$ cat src/rtl/atm_timeout_scheduler.sv
// Shared-prescaler timeout scheduler: one slow tick drives NUM_CH independent
// countdown channels, each started, cancelled and reported through single-cycle pulses.
module atm_timeout_scheduler #(
  parameter int PRESCALE = 256,
  parameter int NUM_CH   = 3,
  parameter int CNT_W    = 8
) (
  input  logic                      clk,
  input  logic                      reset,
  input  logic [NUM_CH-1:0]         start,
  input  logic [NUM_CH-1:0]         cancel,
  input  logic [NUM_CH*CNT_W-1:0]   dur,
  output logic [NUM_CH-1:0]         busy,
  output logic [NUM_CH-1:0]         expired,
  output logic [NUM_CH*CNT_W-1:0]   remaining,
  output logic                      tick
);

  localparam int PW = (PRESCALE > 2) ? $clog2(PRESCALE) : 1;
  localparam logic [PW-1:0] PMAX = PW'(PRESCALE - 1);

  typedef enum logic [1:0] {IDLE, RUN, EXP} state_t;

  state_t           state_q [NUM_CH];
  state_t           state_n [NUM_CH];
  logic [CNT_W-1:0] rem_q   [NUM_CH];
  logic [CNT_W-1:0] rem_n   [NUM_CH];
  logic [CNT_W-1:0] dur_ch  [NUM_CH];
  logic [PW-1:0]    pcnt;
  logic [PW-1:0]    pcnt_n;
  logic             run_any;
  logic             run_any_n;

  for (genvar g = 0; g < NUM_CH; g++) begin : g_ch
    assign dur_ch[g]                   = dur[g*CNT_W +: CNT_W];
    assign busy[g]                     = (state_q[g] == RUN);
    assign expired[g]                  = (state_q[g] == EXP);
    assign remaining[g*CNT_W +: CNT_W] = rem_q[g];
  end

  // Priority inside RUN is cancel, then reload, then tick, so a coincident
  // cancel suppresses the final expiry and a reload swallows the tick.
  always_comb begin
    run_any   = 1'b0;
    run_any_n = 1'b0;
    for (int i = 0; i < NUM_CH; i++) begin
      state_n[i] = state_q[i];
      rem_n[i]   = rem_q[i];
      if (cancel[i]) begin
        state_n[i] = IDLE;
        rem_n[i]   = '0;
      end else if (start[i]) begin
        state_n[i] = (dur_ch[i] == '0) ? EXP : RUN;
        rem_n[i]   = dur_ch[i];
      end else if (state_q[i] == RUN) begin
        if (tick) begin
          if (rem_q[i] <= CNT_W'(1)) begin
            state_n[i] = EXP;
            rem_n[i]   = '0;
          end else begin
            rem_n[i] = rem_q[i] - CNT_W'(1);
          end
        end
      end else begin
        state_n[i] = IDLE;
        rem_n[i]   = '0;
      end
      run_any   = run_any   | (state_q[i] == RUN);
      run_any_n = run_any_n | (state_n[i] == RUN);
    end
    pcnt_n = '0;
    if (run_any) begin
      pcnt_n = (pcnt == PMAX) ? '0 : pcnt + PW'(1);
    end
  end

  // Tick is registered against the next prescaler value so it is high in the
  // very cycle pcnt sits at its wrap point, and never while nothing is running.
  always_ff @(posedge clk or posedge reset) begin
    if (reset) begin
      for (int i = 0; i < NUM_CH; i++) begin
        state_q[i] <= IDLE;
        rem_q[i]   <= '0;
      end
      pcnt <= '0;
      tick <= 1'b0;
    end else begin
      for (int i = 0; i < NUM_CH; i++) begin
        state_q[i] <= state_n[i];
        rem_q[i]   <= rem_n[i];
      end
      pcnt <= pcnt_n;
      tick <= run_any_n && (pcnt_n == PMAX);
    end
  end

endmodule

$ cat config.mk
export PLATFORM = sky130hd
export DESIGN_NAME = atm_timeout_scheduler
export DESIGN_NICKNAME = d
export VERILOG_FILES = /design/src/rtl/atm_timeout_scheduler.sv
export SDC_FILE = /design/constraint.sdc
export NUM_CORES = 1
export LEC_CHECK = 0
export CAP_MARGIN = 20
export CORE_ASPECT_RATIO = 0.6
export CORE_MARGIN = 2
export CORE_UTILIZATION = 49
export DETAILED_ROUTE_END_ITERATION = 6
export GPL_TIMING_DRIVEN = 0
export PLACE_DENSITY = 0.78
export SETUP_SLACK_MARGIN = 0.4
export SYNTH_ARGS = -nofsm -noshare
export SYNTH_HDL_FRONTEND = slang
export SYNTH_SLANG_ARGS = --single-unit
$ cat constraint.sdc
create_clock -name clk -period 2.36 [get_ports clk]
set_clock_uncertainty 0.05 [all_clocks]
set_input_delay 0.354 -clock clk [delete_from_list [all_inputs] [get_ports clk]]
set_output_delay 0.354 -clock clk [all_outputs]
set_load 0.01 [all_outputs]
# Word level (Yosys, flattened, before mapping)
# Index checks and enable logic that the tools add are counted.
[op_classes]
addsub = 4
n_lt_le_gt_ge = 3
eq_ne = 14
mux = 35
bitwise = 4
n_reduce_logical = 4
[ops]
columns = ["op", "n"]
rows = [
  ["$mux 8", 17],
  ["$mux 2", 18],
  ["$le 8x1->1 const B", 3],
  ["$logic_not 8->1", 3],
  ["$sub 8x1->8 const B", 3],
  ["$eq 8x8->1 const B", 2],
  ["$eq 2x1->1 const B", 6],
  ["$ne 4x3->1 const B", 3],
  ["$add 8x1->8 const B", 1],
  ["$eq 2x2->1 const B", 3],
  ["$or 1x1->1", 4],
  ["$logic_and 1x1->1", 1],
]
[totals]
reg_bits = 39
inputBits = 32
output_inout_bits = 31
elab_cells = 72

# Longest topological paths before layout
# Gate-level depths: netlist (run 1).
[logic_depth]
word_depth = 10
mapped_depth = 8
mapped_depth_nobuf = 7

# Worst setup path before layout (run 1)
# Ideal clock, no wire load.
[synth_timing]
path_type = "register to register"
startpoint = "reg rem_q (netlist bit remaining[16])"
endpoint = "reg rem_q (netlist bit remaining[22])"
setup_ns = 0.148
arrival_time_ns = 1.779
t_required_ns = 2.162
slack_ns = 0.383
path_stages_with_launch = 8
n_path_buf = 0
synth_period_minus_slack_ns = 1.977
cell_sequence = "dfrtp_1 -> inv_1 -> ha_1 -> or4b_2 -> nor2_1 -> xnor2_1 -> a2bb2oi_1 -> o31ai_1"
[synth_via]
elab_chain_len = 6
word_cells_on_any_way = 7
classes_between = "add/sub: 1; order compare: 1; mux: 5"
[synth_lines]
columns = ["item", "line_no", "rtl"]
rows = [
  ["start, declared", "26", "logic [CNT_W-1:0] rem_q [NUM_CH];"],
  ["start signal, assigned by index", "90", "rem_q[i] <= rem_n[i];"],
  ["$sub 8x1->8 or $le 8x1->1 (tied branches)", "61, 57", ""],
  ["$mux 8 *", "57", "if (rem_q[i] <= CNT_W'(1)) begin"],
  ["$mux 8 *", "56", "if (tick) begin"],
  ["$mux 8 *", "55", "end else if (state_q[i] == RUN) begin"],
  ["$mux 8 *", "52", "end else if (start[i]) begin"],
  ["$mux 8 *", "49", "if (cancel[i]) begin"],
]
# Mark *: on every way between the ends. The rest lies on a longest branch, timed or not. The select of a mux whose other input is x is not followed.
# A chain may end at the register's enable or synchronous reset.

# Worst setup path after layout (run 1)
[layout_timing]
startpoint = "reg rem_q (netlist bit remaining[8])"
endpoint = "reg rem_q (netlist bit remaining[15])"
# Same word-level chain as after synthesis.

==> results of run 1 <==
per-layer routing:
metal / up-vias / routed length (µm)
li1: 1212 / -
met1: 1237 / 3350
met2: 118 / 3230
met3: 13 / 652
met4: 0 / 80
met5: - / 0
worst reg2reg max path, cell delays in order, from the launching register on:
cell     delay (ns)
dfrtp_2        0.44
buf_4          0.15
or4_1          0.56
nor4_2         0.23
xnor2_1        0.17
o21ai_0        0.12
a22o_1         0.21
Yosys cell counts, drive strengths merged (2+ instances only):
library cell / n
dfrtp: 39
nand2: 33
nor2: 31
o21ai: 20
a22o: 18
nor3: 13
o31ai: 11
inv: 10
nor2b: 9
nor4: 9
xnor2: 9
buf: 7
ha: 7
xor2: 7
nand2b: 6
nand3: 5
a2111oi: 3
a21oi: 3
a2bb2oi: 3
a31oi: 3
clkbuf: 3
nor3b: 3
or4: 3
and4b: 2
nor4bb: 2
or2: 2
or3: 2
or3b: 2
cell usage in the layout (no fill, tap or decap), types with 7 or more instances in the layout:
| master | Yosys | layout |
|---|---|---|
| clkdlybuf4s50_1 | 0 | 58 |
| o31ai_1 | 11 | 10 |
| a22o_1 | 18 | 18 |
| nor3_1 | 13 | 11 |
| nand2_1 | 33 | 33 |
| nor2_1 | 31 | 28 |
| dfrtp_1 | 39 | 32 |
| nor2b_1 | 9 | 7 |
| xor2_1 | 7 | 7 |
| xnor2_1 | 9 | 9 |
| dfrtp_2 | 0 | 7 |
| buf_4 | 0 | 28 |
| o21ai_0 | 16 | 7 |
| o21ai_1 | 4 | 9 |
stage by stage:
stage	util (%)	setup TNS [ns]	instances	total power [W]	hold slack, ns
after floorplan	-	0	276	0.00112	0.370
after global placement	66.7	-2.57	399	0.00131	0.478
after detailed placement	66.7	-3.12	399	0.00132	0.483
after CTS	72.7	0	418	0.00184	0.409
after global routing	79.1	0	437	0.00205	0.474
final	79.1	0	437	0.00194	0.453
where the power goes:
| group | total, W | internal (W) | switching [W] |
|---|---|---|---|
| combinational | 0.000670 | 0.000353 | 0.000317 |
| clock | 0.000465 | 0.000206 | 0.000259 |
| sequential | 0.000808 | 0.000728 | 0.0000798 |
| total | 0.00194 | 0.00129 | 0.000656 |
repair_timing:
action | 4_1_cts | 5_1_grt
gates cloned | 0 | 2
buffers inserted | 11 | 17
pin swaps | 4 | 15
gates resized for setup | 28 | 51
setup endpoints to repair | 26 | 27
state kept, by name, indices dropped and copies added, names as in the netlist:
name	flops
remaining	24
tick	1
pcnt	8
state_q	6
cell families (layout without fill, tap and decap cells):
kind of cell	after synthesis	in the layout	share of synthesized area, %
simple gates	127	127	27.0
compound gates	66	66	19.9
flops	39	39	40.0
buf+inv	20	118	3.38
xor+xnor	16	16	5.74
fa+ha+maj	7	7	3.59
mux	1	1	0.410
how the worst max path moves through the flow:
stage | from | end | cells past startpoint
final | remaining[8] | remaining[15] | 6
after global routing | remaining[8] | remaining[15] | 6
after CTS | start[2] | remaining[21] | 7
after detailed placement | start[2] | remaining[21] | 6
after global placement | start[2] | remaining[20] | 6
after floorplan | remaining[4] | remaining[3] | 4
final cells by class:
cell class,count,area [µm²]
Tap cell,63,78.8
Multi-Input combinational cell,217,1610
Clock inverter,3,20.0
Fill cell,304,980
Timing Repair Buffer,90,838
Buffer,10,66.3
Inverter,10,37.5
Clock buffer,5,68.8
Sequential cell,39,985
==> flow_metrics.py, run 1 <==
metrics = {
    "pwr": {
        "power_density_nw_per_um2": 525,
        "ir_drop_v": 0.000408,
        "leakage_nw": 1.58,
    },
    "clock_tree": {
        "cts_buffer_depth": 2,
        "clkTransAtPathRegs_ns": 0.08,
        "clkLatencyLatePin_ns": 0.29,
        "cts_htree_levels": 2,
        "cts_buffers": 5,
        "cts.sinks": 39,
        "cts_tree": "done",
        "ctsHoldBuffers": 0,
        "root_buffer": "clkbuf_8",
    },
    "worst_setup_path": {
        "critPathArrivalTime_ns": 2.17,
        "rr_endpoint": "remaining[15]",
        "cp_slowest_cell": "or4_1",
        "cp.required_ns": 2.49,
        "end_kind": "register",
        "worstPathCellList": "buf_4, or4_1, nor4_2, xnor2_1, o21ai_0, a22o_1",
        "cp_num_buf_inv": 1,
        "startpoint_type": "register",
        "cp_top_family": "simple AND/OR/NAND/NOR gates",
        "worstSetupPathType": "reg2reg",
        "r2r-start": "remaining[8]",
        "reg2reg_depth": 6,
        "slowest_delay_ns": 0.56,
        "reg2reg_setup_slack_ns": 0.32,
        "crit_fanout": 5,
    },
    "logic_synthesis": {
        "yosys_warnings": 0,
        "avgSynthCellArea_um2": 8.84,
        "synth-main-ff-cell": "dfrtp_1",
        "async_flop_share_pct": 100,
        "synth_seq_cells": 39,
        "synth.distinct_cells": 44,
        "syn_inst": 276,
        "ys_seq_area_share_pct": 40.0,
        "synthTopCellsByArea": "dfrtp_1, a22o_1, nand2_1",
        "yosysTopAreaCell": "dfrtp_1",
        "synth_top_area_share_pct": 40.0,
        "synthesis.area_um2": 2440,
        "postSynthNetCount": 315,
        "synth_edf_count": 0,
    },
    "final_layout": {
        "area_growth_syn_to_layout_pct": 51.7,
        "diodes": 0,
        "drive_gt1_share_pct": 25.1,
        "fin_area_um2": 3700,
        "nets": 412,
    },
    "placed_design": {
        "portBuffers": 60,
        "pre_cts_ws_ns": -0.342,
        "post_dp_cell_area_um2": 3120,
        "dp_hpwl_mm": 4.66,
        "gp_congestion": 0.859,
    },
    "sta": {
        "final_period_minus_worst_setup_slack_ns": 2.04,
        "finalCritPeriodShare_pct": 86.3,
        "slew_headroom_pct": 45.7,
        "drv_slew": 0,
        "worst_slack_ns": 0.323,
        "finalSetupViolCount": 0,
        "fmax_mhz": 491,
        "worst_pin_slew_ns": 0.813,
        "timing_hold_violations_final": 0,
        "rsz0062_at_grt": "true",
    },
    "flow_run": {
        "max-cap-violations": 0,
    },
    "route": {
        "drt-total-wl_mm": 7.31,
        "num_vias": 2580,
        "drt-initial-drc-count": 131,
        "drc": 0,
        "wire_per_inst_um": 16.7,
        "postRouteAntennaNets": 0,
        "viasPerCell": 5.90,
        "first_pass_iters": 4,
    },
    "floorplan": {
        "initial_core_util_pct": 52.1,
        "io_pins": 63,
        "die_h_um": 58.7,
        "core_um2": 4680,
        "fp.dieW_um": 95.1,
        "rows": 19,
        "dieArea_um2": 5580,
    },
    "min_path": {
        "worstHoldStart": "cancel[0]",
        "min_path_type": "in2reg",
        "hold_depth": 2,
        "min_to": "state_q[5]",
    },
    "global_route": {
        "grtUsageTotal_pct": 24.1,
        "grtUsageMet1_pct": 35.9,
        "grt_pass1_vias": 2160,
        "grt_first_pass_wirelength_mm": 10.4,
        "grtUsageMet2_pct": 35.9,
        "grt_use_met3_pct": 5.76,
        "grt_max_degree": 40,
        "antenna_found_initial": 0,
        "grt_overflow": 0,
        "busiest_layer": "met1",
    },
    "outcome": {
        "status": "complete, no violations",
    },
}
Note: power is estimated with default switching activity, not from simulation.
==> inputs of run 2 (changes only) <==
Settings changed: MAX_ROUTING_LAYER set to met4, TNS_END_PERCENT set to 30.
==> run 2 against run 1 <==
Compared with the run above: core utilization shrank 4.8 points; flip-flop and latch count unchanged; critical path depth unchanged; sequential power is essentially flat; wire length decreased by 8.9%; die area did not move; clock-buffer cell count is the same; via count down 5.9%; hold slack got worse by 0.033 ns; register-to-register slack better by 0.03 ns; critical path type unchanged; largest cell class unchanged; largest power group unchanged; highest routed layer unchanged.
==> flow_metrics.py, run 2 (synthesis results as in run 1) <==
metrics = {
    "worst_setup_path": {
        "cp_top_family": "simple AND/OR/NAND/NOR gates",
        "worstSetupPathType": "reg2reg",
        "startpoint_type": "register",
        "cp.required_ns": 2.50,
        "slowest_delay_ns": 0.54,
        "cp_num_buf_inv": 1,
        "reg2reg_setup_slack_ns": 0.36,
        "critPathArrivalTime_ns": 2.14,
        "worstPathCellList": "buf_4, or4_1, nor4_1, xnor2_1, o21ai_0, a22o_1",
        "rr_endpoint": "remaining[15]",
        "end_kind": "register",
        "path_depth": 6,
        "r2r-start": "remaining[8]",
        "cp_slowest_cell": "or4_1",
        "crit_fanout": 4,
        "critPathLaunch": "remaining[8]",
        "critPathCapture": "remaining[15]",
        "reg2reg_depth": 6,
    },
    "clock_tree": {
        "clkLatencyLatePin_ns": 0.29,
        "root_buffer": "clkbuf_8",
        "cts_buffer_depth": 2,
        "cts.sinks": 39,
        "clkTransAtPathRegs_ns": 0.08,
        "cts_buffers": 5,
        "cts_htree_levels": 2,
        "ctsHoldBuffers": 0,
        "cts_tree": "done",
    },
    "sta": {
        "worst_pin_slew_ns": 0.823,
        "rsz0062_at_grt": "true",
        "worst_slack_ns": 0.357,
        "fmax_mhz": 499,
        "finalCritPeriodShare_pct": 84.9,
        "slew_headroom_pct": 45.0,
        "drv_slew": 0,
        "finalSetupViolCount": 0,
        "fin_tns_setup_ns": 0,
        "final_period_minus_worst_setup_slack_ns": 2.00,
        "timing_hold_violations_final": 0,
    },
    "route": {
        "viasPerCell": 5.77,
        "drc": 0,
        "postRouteAntennaNets": 0,
        "first_pass_iters": 4,
        "drt-initial-drc-count": 102,
        "num_vias": 2429,
        "wire_per_inst_um": 15.8,
        "drt-total-wl_mm": 6.66,
    },
    "global_route": {
        "grt_max_degree": 40,
        "grt_pass1_vias": 2146,
        "antenna_found_initial": 0,
        "grt_overflow": 0,
        "grtUsageTotal_pct": 24.7,
        "grt_first_pass_wirelength_mm": 10.3,
    },
    "placed_design": {
        "pre_cts_ws_ns": -0.342,
        "dp_hpwl_mm": 4.66,
        "gp_congestion": 0.873,
        "portBuffers": 60,
    },
    "floorplan": {
        "fp.dieW_um": 95.1,
        "rows": 19,
        "die_h_um": 58.7,
        "initial_core_util_pct": 52.1,
        "io_pins": 63,
        "core_um2": 4680,
        "dieArea_um2": 5580,
    },
    "final_layout": {
        "drive_gt1_share_pct": 18.4,
        "mostFrequentLayoutCell": "clkdlybuf4s50_1",
        "largest_register_ffs": 24,
        "diodes": 0,
        "area_growth_syn_to_layout_pct": 42.5,
        "nets": 396,
        "final_cell_mix": "clkdlybuf4s50_1, nand2_1, dfrtp_1",
    },
    "pwr": {
        "ir_drop_v": 0.000410,
        "leakage_nw": 1.45,
        "power_density_nw_per_um2": 538,
        "total_power_w": 0.00187,
    },
    "min_path": {
        "hold_depth": 2,
        "min_path_type": "in2reg",
    },
    "flow_run": {
        "max-cap-violations": 0,
    },
    "outcome": {
        "status": "complete, no violations",
    },
}
[run 2: cell count changes in the layout (fill, tap and decap cells not counted), sizes merged]
cell and delta:
clkdlybuf4s50 +2, dlymetal6s2s -2, buf -16
[run 2: layout make-up]
class	instances	area [µm²]
Multi-Input combinational cell	217	1520
Fill cell	354	1200
Sequential cell	39	985
Timing Repair Buffer	74	709
Tap cell	63	78.8
Clock buffer	5	68.8
Buffer	10	56.3
Inverter	10	37.5
Clock inverter	3	20.0
[run 2: where the power goes]
group	switching [W]	leakage, nW	internal, W
Sequential	0.0000809	0.511	0.000728
Clock	0.000261	0.0402	0.000206
Combinational	0.000283	0.901	0.000314
Total	0.000625	1.45	0.00125
[run 2: stage by stage]
step	hold WS, ns	std cells	utilization [%]	area (µm²)
3_5_place_dp	0.483	399	66.7	3120
2_1_floorplan	0.370	276	-	2440
3_3_place_gp	0.478	399	66.7	3120
5_1_grt	0.452	421	74.3	3480
4_1_cts	0.398	414	71.5	3350
6_report	0.420	421	74.3	3480
[run 2: metal layers]
layer  up-vias  part of all wire, %  GRT usage (%)
li1       1180                    -              -
met1      1168                   49           36.5
met2        77                   43           35.3
met3         4                  7.0           5.25
met4         0                 0.32           4.55
met5         -                    0              -
[run 2: how the worst min path moves through the flow]
stage                         start         end  slack (ns)
after floorplan           cancel[1]  state_q[3]        0.37
final                     cancel[0]  state_q[5]        0.42
after global placement      pcnt[0]     pcnt[0]        0.48
after global routing      cancel[0]  state_q[5]        0.45
after detailed placement    pcnt[0]     pcnt[0]        0.48
after CTS                 cancel[0]  state_q[5]        0.40
[run 2: repair_timing]
action,in CTS,in global routing
gates cloned,0,1
setup endpoints to repair,26,28
buffers inserted,7,6
pin swaps,4,3
resized for setup,21,25
==> inputs of run 3 (changes only) <==
Settings changed: CORE_UTILIZATION 49 to 44, PLACE_DENSITY 0.78 to 0.74.
Clock period 2.36 ns to 1.71 ns, I/O delays scaled along.
==> run 3 against run 2 <==
Compared with the run above: the flow now finishes with violations (setup timing); critical path depth is 1 higher; non-clock buffer count is 12 higher; first-iteration DRC count is 87% higher; cell count is 3.6% higher; clock-buffer cell count stayed put; largest cell class unchanged; highest routed layer unchanged.
==> flow_metrics.py, run 3 (synthesis results as in run 1) <==
metrics = {
    "min_path": {
        "hold_depth": 2,
        "min_path_type": "in2reg",
        "worstHoldStart": "cancel[0]",
    },
    "floorplan": {
        "rows": 20,
        "core_um2": 5200,
        "fp.dieW_um": 100,
        "io_pins": 63,
        "dieArea_um2": 6180,
        "die_h_um": 61.7,
        "initial_core_util_pct": 46.9,
    },
    "placed_design": {
        "pre_cts_ws_ns": -0.725,
        "gp_congestion": 0.874,
        "post_dp_cell_area_um2": 3190,
        "portBuffers": 60,
        "place_inst": 402,
        "dp_hpwl_mm": 4.75,
    },
    "final_layout": {
        "mostFrequentLayoutCell": "nand2_1",
        "fin_area_um2": 3910,
        "layoutNonFillerInstCount": 436,
        "drive_gt1_share_pct": 40.3,
        "area_growth_syn_to_layout_pct": 60.2,
        "final_cell_mix": "nand2_1, clkdlybuf4s50_1, nor2_1",
        "diodes": 0,
        "largest_register_ffs": 24,
        "nets": 408,
    },
    "global_route": {
        "grt_pass1_vias": 2427,
        "antenna_found_initial": 0,
        "grt_overflow": 0,
        "grt_max_degree": 40,
        "grtUsageTotal_pct": 25.6,
        "grt_first_pass_wirelength_mm": 11.8,
    },
    "worst_setup_path": {
        "r2r-start": "remaining[18]",
        "cp.required_ns": 1.90,
        "worstSetupPathType": "reg2reg",
        "critPathLaunch": "remaining[18]",
        "reg2reg_depth": 7,
        "crit_fanout": 2,
        "critPathArrivalTime_ns": 2.17,
        "end_kind": "register",
        "startpoint_type": "register",
    },
    "sta": {
        "fmax_mhz": 506,
        "worst_pin_slew_ns": 0.829,
        "finalCritPeriodShare_pct": 116,
        "drv_slew": 0,
        "slew_headroom_pct": 44.7,
        "final_period_minus_worst_setup_slack_ns": 1.98,
        "rsz0062_at_grt": "true",
        "holdWs_ns": 0.353,
        "timing_hold_violations_final": 0,
        "finalSetupViolCount": 25,
        "worst_slack_ns": -0.266,
    },
    "flow_run": {
        "max-cap-violations": 0,
    },
    "clock_tree": {
        "cts_tree": "done",
        "clkLatencyLatePin_ns": 0.30,
        "root_buffer": "clkbuf_8",
        "cts_buffer_depth": 2,
        "clkTransAtPathRegs_ns": 0.09,
        "cts_htree_levels": 2,
        "ctsHoldBuffers": 0,
        "cts.sinks": 39,
        "cts_buffers": 5,
    },
    "route": {
        "drt-total-wl_mm": 7.96,
        "drt-initial-drc-count": 191,
        "viasPerCell": 5.89,
        "wire_per_inst_um": 18.3,
        "postRouteAntennaNets": 0,
        "first_pass_iters": 5,
        "drc": 0,
        "num_vias": 2570,
    },
    "outcome": {
        "status": "finished, violations left",
        "failed_checks": "setup timing",
    },
    "pwr": {
        "ir_drop_v": 0.000412,
        "power_density_nw_per_um2": 757,
        "leakage_nw": 1.70,
    },
}
-- run 3: where the power goes --
group | switching, W | total (W) | internal (W)
clock | 0.000364 | 0.000799 | 0.000435
sequential | 0.000120 | 0.00113 | 0.00101
combinational | 0.000503 | 0.00103 | 0.000530
total | 0.000986 | 0.00296 | 0.00197
-- run 3: timing repair --
| item | in CTS | in global routing |
|---|---|---|
| gates cloned | 2 | 0 |
| endpoints found under the setup margin | 70 | 69 |
| resized for setup | 155 | 63 |
| pin swaps | 22 | 20 |
| setup buffers | 19 | 5 |
-- run 3: path summary, 6_finish.rpt --
check	end	slack [ns]
max reg2reg	remaining[21]	-0.27
max	remaining[21]	-0.27
min	state_q[5]	0.35
min reg2reg	pcnt[0]	0.50
max in group asynchronous	remaining[7]	0.66
min in group asynchronous	remaining[18]	0.38
-- run 3: per-layer routing --
layer  routed length, µm  GRT usage, %  part of all wire [%]  vias to the layer above
met5                   0             -                     0                        -
met4                  72          4.50                  0.90                        0
met3                 635          5.03                   8.0                        8
met2                3610          38.5                    45                      125
met1                3650          36.7                    46                     1248
li1                    -             -                     -                     1189
-- run 3: layout make-up --
class	instances	area [µm²]
Tap cell	66	82.6
Buffer	10	77.6
Clock inverter	3	43.8
Multi-Input combinational cell	217	1800
Inverter	10	40.0
Fill cell	357	1290
Clock buffer	5	68.8
Sequential cell	39	995
Timing Repair Buffer	86	801
-- run 3: worst max-delay path, cell delays in order (launching register included) --
cell      delay, ns
dfrtp_1        0.41
or3_4          0.42
buf_4          0.14
buf_4          0.14
nor3_2         0.25
nand2b_1       0.09
o21ai_0        0.22
a22o_1         0.19
-- run 3: through the flow --
step | utilization (%) | TNS (ns) | total power [W]
floorplan | - | -2.24 | 0.00158
global placement | 61.2 | -31.41 | 0.00185
detailed placement | 61.2 | -17.12 | 0.00186
CTS | 70.4 | -3.09 | 0.00281
global route | 75.1 | -4.84 | 0.00309
finish | 75.1 | -3.48 | 0.00296
